<file path="config.mk">
export PLATFORM = sky130hd
export DESIGN_NAME = perf_pipe_counter
export DESIGN_NICKNAME = d
export VERILOG_FILES = /design/src/rtl/perf_pipe_counter.sv
export SDC_FILE = /design/constraint.sdc
export NUM_CORES = 2
export LEC_CHECK = 0
export CAP_MARGIN = 25
export CORE_MARGIN = 2
export CORE_UTILIZATION = 50
export DETAILED_ROUTE_END_ITERATION = 16
export GPL_TIMING_DRIVEN = 0
export PLACE_DENSITY = 0.66
export SLEW_MARGIN = 40
export SYNTH_ARGS = -nofsm -noshare
export SYNTH_HDL_FRONTEND = slang
export SYNTH_SLANG_ARGS = --single-unit
</file>
<file path="constraint.sdc">
create_clock -name clk -period 4.7 [get_ports clk]
set_input_delay 0.47 -clock clk [delete_from_list [all_inputs] [get_ports clk]]
set_output_delay 0.47 -clock clk [all_outputs]
set_load 0.05 [all_outputs]
</file>
<file path="src/rtl/perf_pipe_counter.sv">
// perf_pipe_counter: per-stage pipeline occupancy counters (run / stall / bubble)
// plus a global cycle counter. All counters saturate at all-ones. A snap pulse
// copies the live set into a shadow set, and reads are always served from the
// shadow set so that software sees one consistent snapshot.
module perf_pipe_counter #(
  parameter int NUM_STAGES = 8,
  parameter int CNT_WIDTH  = 32
) (
  input  logic                  clk,
  input  logic                  rst,
  input  logic                  en,
  input  logic [NUM_STAGES-1:0] stage_valid,
  input  logic [NUM_STAGES-1:0] stage_stall,
  input  logic                  clear,
  input  logic                  snap,
  input  logic                  rd_req,
  input  logic [7:0]            rd_id,
  input  logic [1:0]            rd_sel,
  output logic                  rd_ack,
  output logic [CNT_WIDTH-1:0]  rd_data,
  output logic                  rd_err
);

  localparam logic [7:0]           GLOBAL_ID = 8'hFF;
  localparam logic [7:0]           STAGES_B  = 8'(NUM_STAGES);
  localparam int                   IDX_W     = (NUM_STAGES > 1) ? $clog2(NUM_STAGES) : 1;
  localparam logic [CNT_WIDTH-1:0] CNT_ZERO  = '0;
  localparam logic [CNT_WIDTH-1:0] CNT_ONE   = CNT_WIDTH'(1);

  // Saturating increment: holds at all-ones instead of wrapping.
  function automatic logic [CNT_WIDTH-1:0] sat_inc(input logic [CNT_WIDTH-1:0] v);
    return (&v) ? v : v + CNT_ONE;
  endfunction

  // Shadow values of every stage, gathered for the read multiplexer.
  logic [NUM_STAGES-1:0][CNT_WIDTH-1:0] run_sh;
  logic [NUM_STAGES-1:0][CNT_WIDTH-1:0] stall_sh;
  logic [NUM_STAGES-1:0][CNT_WIDTH-1:0] bub_sh;

  // ---------------------------------------------------------------------------
  // Per-stage live and shadow counters
  // ---------------------------------------------------------------------------
  genvar gi;
  generate
    for (gi = 0; gi < NUM_STAGES; gi++) begin : g_stage
      logic [CNT_WIDTH-1:0] run_q,    run_d;
      logic [CNT_WIDTH-1:0] stall_q,  stall_d;
      logic [CNT_WIDTH-1:0] bub_q,    bub_d;
      logic [CNT_WIDTH-1:0] run_sh_q, run_sh_d;
      logic [CNT_WIDTH-1:0] stall_sh_q, stall_sh_d;
      logic [CNT_WIDTH-1:0] bub_sh_q, bub_sh_d;

      // Next live values: clear wins over counting; exactly one of the three
      // counters advances per enabled cycle, chosen by the stage's state.
      always_comb begin
        run_d   = run_q;
        stall_d = stall_q;
        bub_d   = bub_q;
        if (clear) begin
          run_d   = CNT_ZERO;
          stall_d = CNT_ZERO;
          bub_d   = CNT_ZERO;
        end else if (en) begin
          if (!stage_valid[gi]) begin
            bub_d = sat_inc(bub_q);
          end else if (stage_stall[gi]) begin
            stall_d = sat_inc(stall_q);
          end else begin
            run_d = sat_inc(run_q);
          end
        end
      end

      // Next shadow values: snap captures the live values as they stand before
      // this edge's update, so coincident clear/count never leak into the copy.
      always_comb begin
        run_sh_d   = run_sh_q;
        stall_sh_d = stall_sh_q;
        bub_sh_d   = bub_sh_q;
        if (snap) begin
          run_sh_d   = run_q;
          stall_sh_d = stall_q;
          bub_sh_d   = bub_q;
        end
      end

      // Live and shadow registers for this stage.
      always_ff @(posedge clk) begin
        if (!rst) begin
          run_q      <= CNT_ZERO;
          stall_q    <= CNT_ZERO;
          bub_q      <= CNT_ZERO;
          run_sh_q   <= CNT_ZERO;
          stall_sh_q <= CNT_ZERO;
          bub_sh_q   <= CNT_ZERO;
        end else begin
          run_q      <= run_d;
          stall_q    <= stall_d;
          bub_q      <= bub_d;
          run_sh_q   <= run_sh_d;
          stall_sh_q <= stall_sh_d;
          bub_sh_q   <= bub_sh_d;
        end
      end

      assign run_sh[gi]   = run_sh_q;
      assign stall_sh[gi] = stall_sh_q;
      assign bub_sh[gi]   = bub_sh_q;
    end
  endgenerate

  // ---------------------------------------------------------------------------
  // Global cycle counter
  // ---------------------------------------------------------------------------
  logic [CNT_WIDTH-1:0] glob_q,    glob_d;
  logic [CNT_WIDTH-1:0] glob_sh_q, glob_sh_d;

  // Next global live/shadow values, same clear/snap rules as the stage counters.
  always_comb begin
    glob_d    = glob_q;
    glob_sh_d = glob_sh_q;
    if (clear) begin
      glob_d = CNT_ZERO;
    end else if (en) begin
      glob_d = sat_inc(glob_q);
    end
    if (snap) begin
      glob_sh_d = glob_q;
    end
  end

  // Global live and shadow registers.
  always_ff @(posedge clk) begin
    if (!rst) begin
      glob_q    <= CNT_ZERO;
      glob_sh_q <= CNT_ZERO;
    end else begin
      glob_q    <= glob_d;
      glob_sh_q <= glob_sh_d;
    end
  end

  // ---------------------------------------------------------------------------
  // Read port: one request per cycle, response one cycle later
  // ---------------------------------------------------------------------------
  logic [IDX_W-1:0]     rd_idx;
  logic                 rd_ack_q,  rd_ack_d;
  logic [CNT_WIDTH-1:0] rd_data_q, rd_data_d;
  logic                 rd_err_q,  rd_err_d;

  assign rd_idx = rd_id[IDX_W-1:0];

  // Decode the request against the shadow set as it stands before this edge,
  // so a read coinciding with snap returns the previous snapshot.
  always_comb begin
    rd_ack_d  = 1'b0;
    rd_data_d = CNT_ZERO;
    rd_err_d  = 1'b0;
    if (rd_req) begin
      rd_ack_d = 1'b1;
      if (rd_id == GLOBAL_ID) begin
        rd_data_d = glob_sh_q;
      end else if (rd_id >= STAGES_B) begin
        rd_err_d = 1'b1;
      end else begin
        case (rd_sel)
          2'd0:    rd_data_d = run_sh[rd_idx];
          2'd1:    rd_data_d = stall_sh[rd_idx];
          2'd2:    rd_data_d = bub_sh[rd_idx];
          default: rd_err_d  = 1'b1;
        endcase
      end
    end
  end

  // Registered read response.
  always_ff @(posedge clk) begin
    if (!rst) begin
      rd_ack_q  <= 1'b0;
      rd_data_q <= CNT_ZERO;
      rd_err_q  <= 1'b0;
    end else begin
      rd_ack_q  <= rd_ack_d;
      rd_data_q <= rd_data_d;
      rd_err_q  <= rd_err_d;
    end
  end

  // A response already registered when reset arrives is suppressed, so no
  // acknowledge is ever seen once reset has been applied.
  assign rd_ack  = rd_ack_q & rst;
  assign rd_data = rst ? rd_data_q : CNT_ZERO;
  assign rd_err  = rd_err_q & rst;

endmodule

</file>
Yosys cells after proc, flatten, opt, wreduce, memory -nomap -nowiden. Cells that the tools add are included.

Memory bits (writable): 0. Latch bits: 0. Bits of input ports: 32. Word-level logic and storage cells: 196. Memories kept: 0. Register bits: 1634. Bits in read-only memories: 0. Output and inout port bits: 34.

$add $sub $neg: 25. Eq/ne operators: 3. Bitwise logic cells: 45. Reduce and logical (&&, ||, !) cells: 55. Multiply operators: 0. $lt $le $gt $ge: 2. Shift-type cells: 0. Muxes and demuxes: 13. Div/mod/pow operators: 0.

Operator list (count): $add A32 B1 Y32 const B (25); $reduce_and A32 Y1 (25); $bmux W32 S3 (3); $mux W32 (6); $pmux W32 S3 (1); $reduce_and A4 Y1 (16); $not A1 Y1 (43); $reduce_and A3 Y1 (8); $eq A8 B8 Y1 const B (1); $ge A8 B4 Y1 const B (1); $reduce_or A3 Y1 (2); $lt A3 B4 Y1 const B (1); $reduce_and A2 Y1 (2); $mux W1 (3); $and A1 B1 Y1 (2); $eq A2 B1 Y1 const B (1); $eq A2 B2 Y1 const B (1); $logic_not A2 Y1 (1); $reduce_or A2 Y1 (1).

Depth between registers and ports, before layout.
Word-level depth: 5. Mapped depth: 9. Gate-level depth less buffers: 6.

Worst setup path after synthesis. No wires, ideal clock.

Path kind: input-to-reg. Start: in rd_id[1]. End: reg rd_data_q[22]. Arrival: 2.422 ns. Required time: 4.580 ns. Setup time: 0.120 ns. Setup slack: 2.159 ns. Path buffers: 3. Stages on the path: 7. Cells stage by stage: buf_2 > buf_1 > clkbuf_1 > mux4_2 > a211oi_1 > nor3_1 > a211o_1.

Word-level cells in the longest chain between the ends: 5. Elaborated cells between the ends (all ways): 11. Classes of those cells: order compare: 1; eq/ne: 1; mux: 9.

RTL lines: start, declared (RTL line 17) `input logic [7:0] rd_id,`; $bmux W32 S3 (on tied branches) (RTL line 169, 167, 168); $mux W32 (on tied branches) (RTL line 169, 167, 168); $pmux W32 S3 (RTL line 166) `case (rd_sel)`; $mux W32 (RTL line 163) `end else if (rd_id >= STAGES_B) begin`; $mux W32 * (RTL line 161) `if (rd_id == GLOBAL_ID) begin`; end signal, assigned (RTL line 184) `rd_data_q <= rd_data_d;`; end, declared (RTL line 148) `logic [CNT_WIDTH-1:0] rd_data_q, rd_data_d;`.

Every way passes the cells marked *; elsewhere a longest branch is shown, timed or not. The select of a mux whose other input is x is not followed. A chain may end at the register's enable or synchronous reset.

Final worst setup path.
Start: in en. End: reg g_stage[3].stall_q[5].

Word-level cells in the longest chain between the ends: 1.

RTL lines: start, declared (RTL line 11) `input logic en,`; $reduce_and A4 Y1 (no source line); end signal, assigned (RTL line 98) `stall_q <= stall_d;`; end, declared (RTL line 47) `logic [CNT_WIDTH-1:0] stall_q, stall_d;`.

Every way passes these cells.

==> summary.md <==
| Metric | Value |
|---|---|
| Result of the run | finished, final reports clean |
| Worst setup path class | input pin to flop |
| I/O pin total | 66 |
| DP Wirelength | approximately 260000 microns |
| Vert. Die Dim | 397 microns |
| Number of pins exceeding their max-slew limit in the final report | 0 |
| Number of synthesized register bits | 1634 |
| Sequential fraction of the synthesis area | 0.424 |
| Post-detailed-route via-to-cell ratio | approximately 6.5 |
| Post-cts hold buffer count | 0 |
| Area of the core | 154000 sq um |
| Design internal power | around 23 mW |
| Final count of negative-setup-slack endpoints | 0 |
| Final WL | approximately 330000 microns |
| Aggregate global-route resource usage | 0.401 |
| Leading cell types in the layout, fill and taps excluded | 1634 x sky130_fd_sc_hd__dfxtp_1, 955 x sky130_fd_sc_hd__mux2i_1, 811 x sky130_fd_sc_hd__nor2b_1, 521 x sky130_fd_sc_hd__nand2_1, 438 x sky130_fd_sc_hd__a21oi_1 |
| Detailed-router iteration count before antenna repair | 9 |
| Post-cts repair resize count | 0 |
| Combinational share of power | 0.056 |
| Routing layer with the top usage in global route | met2 |
| Share of layout cells above drive strength 1 | 0.0876 |
| Weighted congestion reported at the end of routability-driven placement | 1.08 |
| Class of the worst hold path | input pin to flop |
| Time the final worst path needs with I/O delays and setup | 3970 ps |
| Critical path data arrival time | 4680 ps |
| Remaining design rule violation count | 0 |
| Cell total after placement | 10300 |
| Main flop type after synthesis | sky130_fd_sc_hd__dfxtp_1 |
| Standard-cell rows | 144 |
| Longest Clk Path Bufs | 3 |
| DR vias | 68700 |
| Clock tree root driver cell | sky130_fd_sc_hd__clkbuf_16 |
| Switching Fraction | 0.240 |
| Vias in the first global route | 60900 |
| Mapped Cells | around 8200 |
| Worst-Skew Late Latency | 820 ps |
| Worst hold slack | approximately 460 ps |
| Data required time at the worst endpoint | 5410 ps |
| Startpoint kind of the worst setup timing path | input pin |
| Worst-path fanout max | 13 |
| Net count after synthesis | 8225 |
| Final number of hold-violating endpoints | 0 |
| Slew @ Worst Pin | 1020 ps |
| Library cells used by synthesis | 90 |
| # port buffers | 60 |
| Total congestion overflow | 0 |
| Post-layout instance count excluding filler cells | around 11000 |
| Capturing element type of the critical path | flop |
| Post-synth design cell area | 77200 sq um |
| Number of clock sinks | about 1600 |
| Number of antenna violations at the first check in global routing | 55 |
| # Max-Cap Violations | 0 |
| Count of flip-flops with a built-in enable after synthesis | 0 |
| Global-route wire length before repair | 452000 microns |
| Die outline width | 397 microns |
| Leak pwr | a little under 30 nW |
| Initial core utilization | 0.502 |
| Clock Pin Slew Worst Setup and Hold Paths | 60 ps |
| Switching pwr | slightly above 7 mW |
| Post-detailed-route wirelength per cell | between 30 and 40 microns |
| H-Tree Level Count | 4 |
| Sequential Power Share | 0.463 |
| Clock power share | 0.481 |
| Met1 usage | 0.539 |
| Total power divided by cell area | 343 nW/um^2 |
| Fill cell total of the finished layout | roughly 14000 |
| Met3 track utilization from global routing | 0.109 |
| Share of flip-flops with an asynchronous set or reset | 0 |
| Iteration-0 DRC count of the detailed router | 9130 |
| CTS tree | done |
| RSZ-0062 raised after global routing | false |
| Post-Route Skew | 35.0 ps |
| Most common cell after layout, fill and taps aside | sky130_fd_sc_hd__dfxtp_1 |
| Number of nets with antenna violations after routing | 0 |
| Relative slew slack | 0.321 |
| GR met2 Demand/Resource | 0.570 |
| Final total negative setup slack | 0 ps |
| Total number of yosys warnings | 0 |
| Post-route fraction of the period consumed by the critical path | 0.845 |
| TritonCTS Buffers | roughly 180 |
| Post-layout net count | 8493 |
| Maximum vdd drop | between 0.3 and 0.4 mV |
| Post-CTS setup buffer count | 0 |
| Fmax | 252 MHz |
| Die area | 158000 sq um |
| Post-Synthesis Mean Instance Area | between 9 and 10 sq um |
| Layout overhead on the synthesized area | 13.2% |
| Pin count of the biggest net entering global routing | 17 |
[power groups by stage]
| stage | logic, mW | clock network (mW) | registers (mW) |
|---|---|---|---|
| after CTS | 1.63 | 14.5 | 13.9 |
| after global placement | 1.55 | 0 | 14.2 |
| final | 1.68 | 14.4 | 13.9 |
| after global routing | 1.68 | 15.0 | 13.9 |
| after detailed placement | 1.62 | 0 | 14.2 |
| after floorplan | 0.840 | 0 | 14.2 |
[state kept, by name, indices dropped and copies added (netlist names)]
register	count
g_stage.stall_q	256
glob_sh_q	32
rd_ack_q	1
g_stage.run_q	256
g_stage.bub_q	256
rd_data_q	32
rd_err_q	1
g_stage.run_sh_q	256
glob_q	32
g_stage.stall_sh_q	256
g_stage.bub_sh_q	256
[stage by stage]
stage	setup WS (ps)	instance area [sq um]	power, mW	util
floorplan	2160	77200	15.0	-
detailed placement	231	81300	15.8	0.529
CTS	1070	87300	30.0	0.568
global placement	-1870	80400	15.7	0.523
global route	902	87300	30.5	0.568
finish	729	87400	30.0	0.569
[layout make-up]
cell class	count	area, sq um	area share
Antenna cell	27	67.6	0.000773
Tap cell	2044	2560	0.0293
Sequential cell	1634	32700	0.374
Multi-Input combinational cell	5926	42300	0.483
Clock buffer	272	5440	0.0623
Buffer	521	2210	0.0253
Inverter	87	327	0.00374
Clock inverter	51	553	0.00633
Timing Repair Buffer	89	1270	0.0146
[routing by layer]
layer  up-vias  wire length, microns
met4        26                 23100
li1      30600                     -
met2      3681                133000
met3       773                 36600
met5         -                   181
met1     33600                132000
[final timing paths]
path	from	end	slack [ps]	cells past startpoint
max	en	g_stage[3].stall_q[5]	730	10
min	rst	rd_err_q	460	3
max reg2reg	g_stage[4].run_q[1]	g_stage[4].run_q[21]	1570	8
min reg2reg	g_stage[2].bub_q[8]	g_stage[2].bub_q[8]	490	2
[cells by family (layout without fill, tap and decap cells)]
logic type,count (synthesis),after routing,share of synthesized area
compound gates,1324,1324,0.110
xor+xnor,215,215,0.0244
fa+ha+maj,25,25,0.00405
buf+inv,608,1020,0.0305
flops,1634,1634,0.424
mux,1109,1109,0.168
other cells,0,27,0
simple gates,3253,3253,0.240
[synth_stat cells (154+ instances only)]
cell type | n | area, sq um
sky130_fd_sc_hd__dfxtp_1 | 1634 | 32700
sky130_fd_sc_hd__mux2i_1 | 955 | 9560
sky130_fd_sc_hd__nor2b_1 | 811 | 5070
sky130_fd_sc_hd__nand2_1 | 521 | 1960
sky130_fd_sc_hd__a21oi_1 | 438 | 2190
sky130_fd_sc_hd__clkbuf_1 | 391 | 1470
sky130_fd_sc_hd__nor2_1 | 358 | 1340
sky130_fd_sc_hd__o21ai_0 | 277 | 1390
sky130_fd_sc_hd__nand3_1 | 272 | 1360
sky130_fd_sc_hd__or3_1 | 268 | 1680
sky130_fd_sc_hd__nand4_1 | 242 | 1510
sky130_fd_sc_hd__or4_1 | 184 | 1380
sky130_fd_sc_hd__xnor2_1 | 154 | 1350
[worst max-delay path: stages]
cell	delay [ps]
sky130_fd_sc_hd__buf_2	450
sky130_fd_sc_hd__buf_4	500
sky130_fd_sc_hd__buf_4	590
sky130_fd_sc_hd__buf_4	610
sky130_fd_sc_hd__clkbuf_4	650
sky130_fd_sc_hd__nand3_1	150
sky130_fd_sc_hd__a31oi_1	380
sky130_fd_sc_hd__clkbuf_1	420
sky130_fd_sc_hd__nand4_1	190
sky130_fd_sc_hd__mux2i_1	160
No activity file was read; power rests on OpenSTA's default activity.
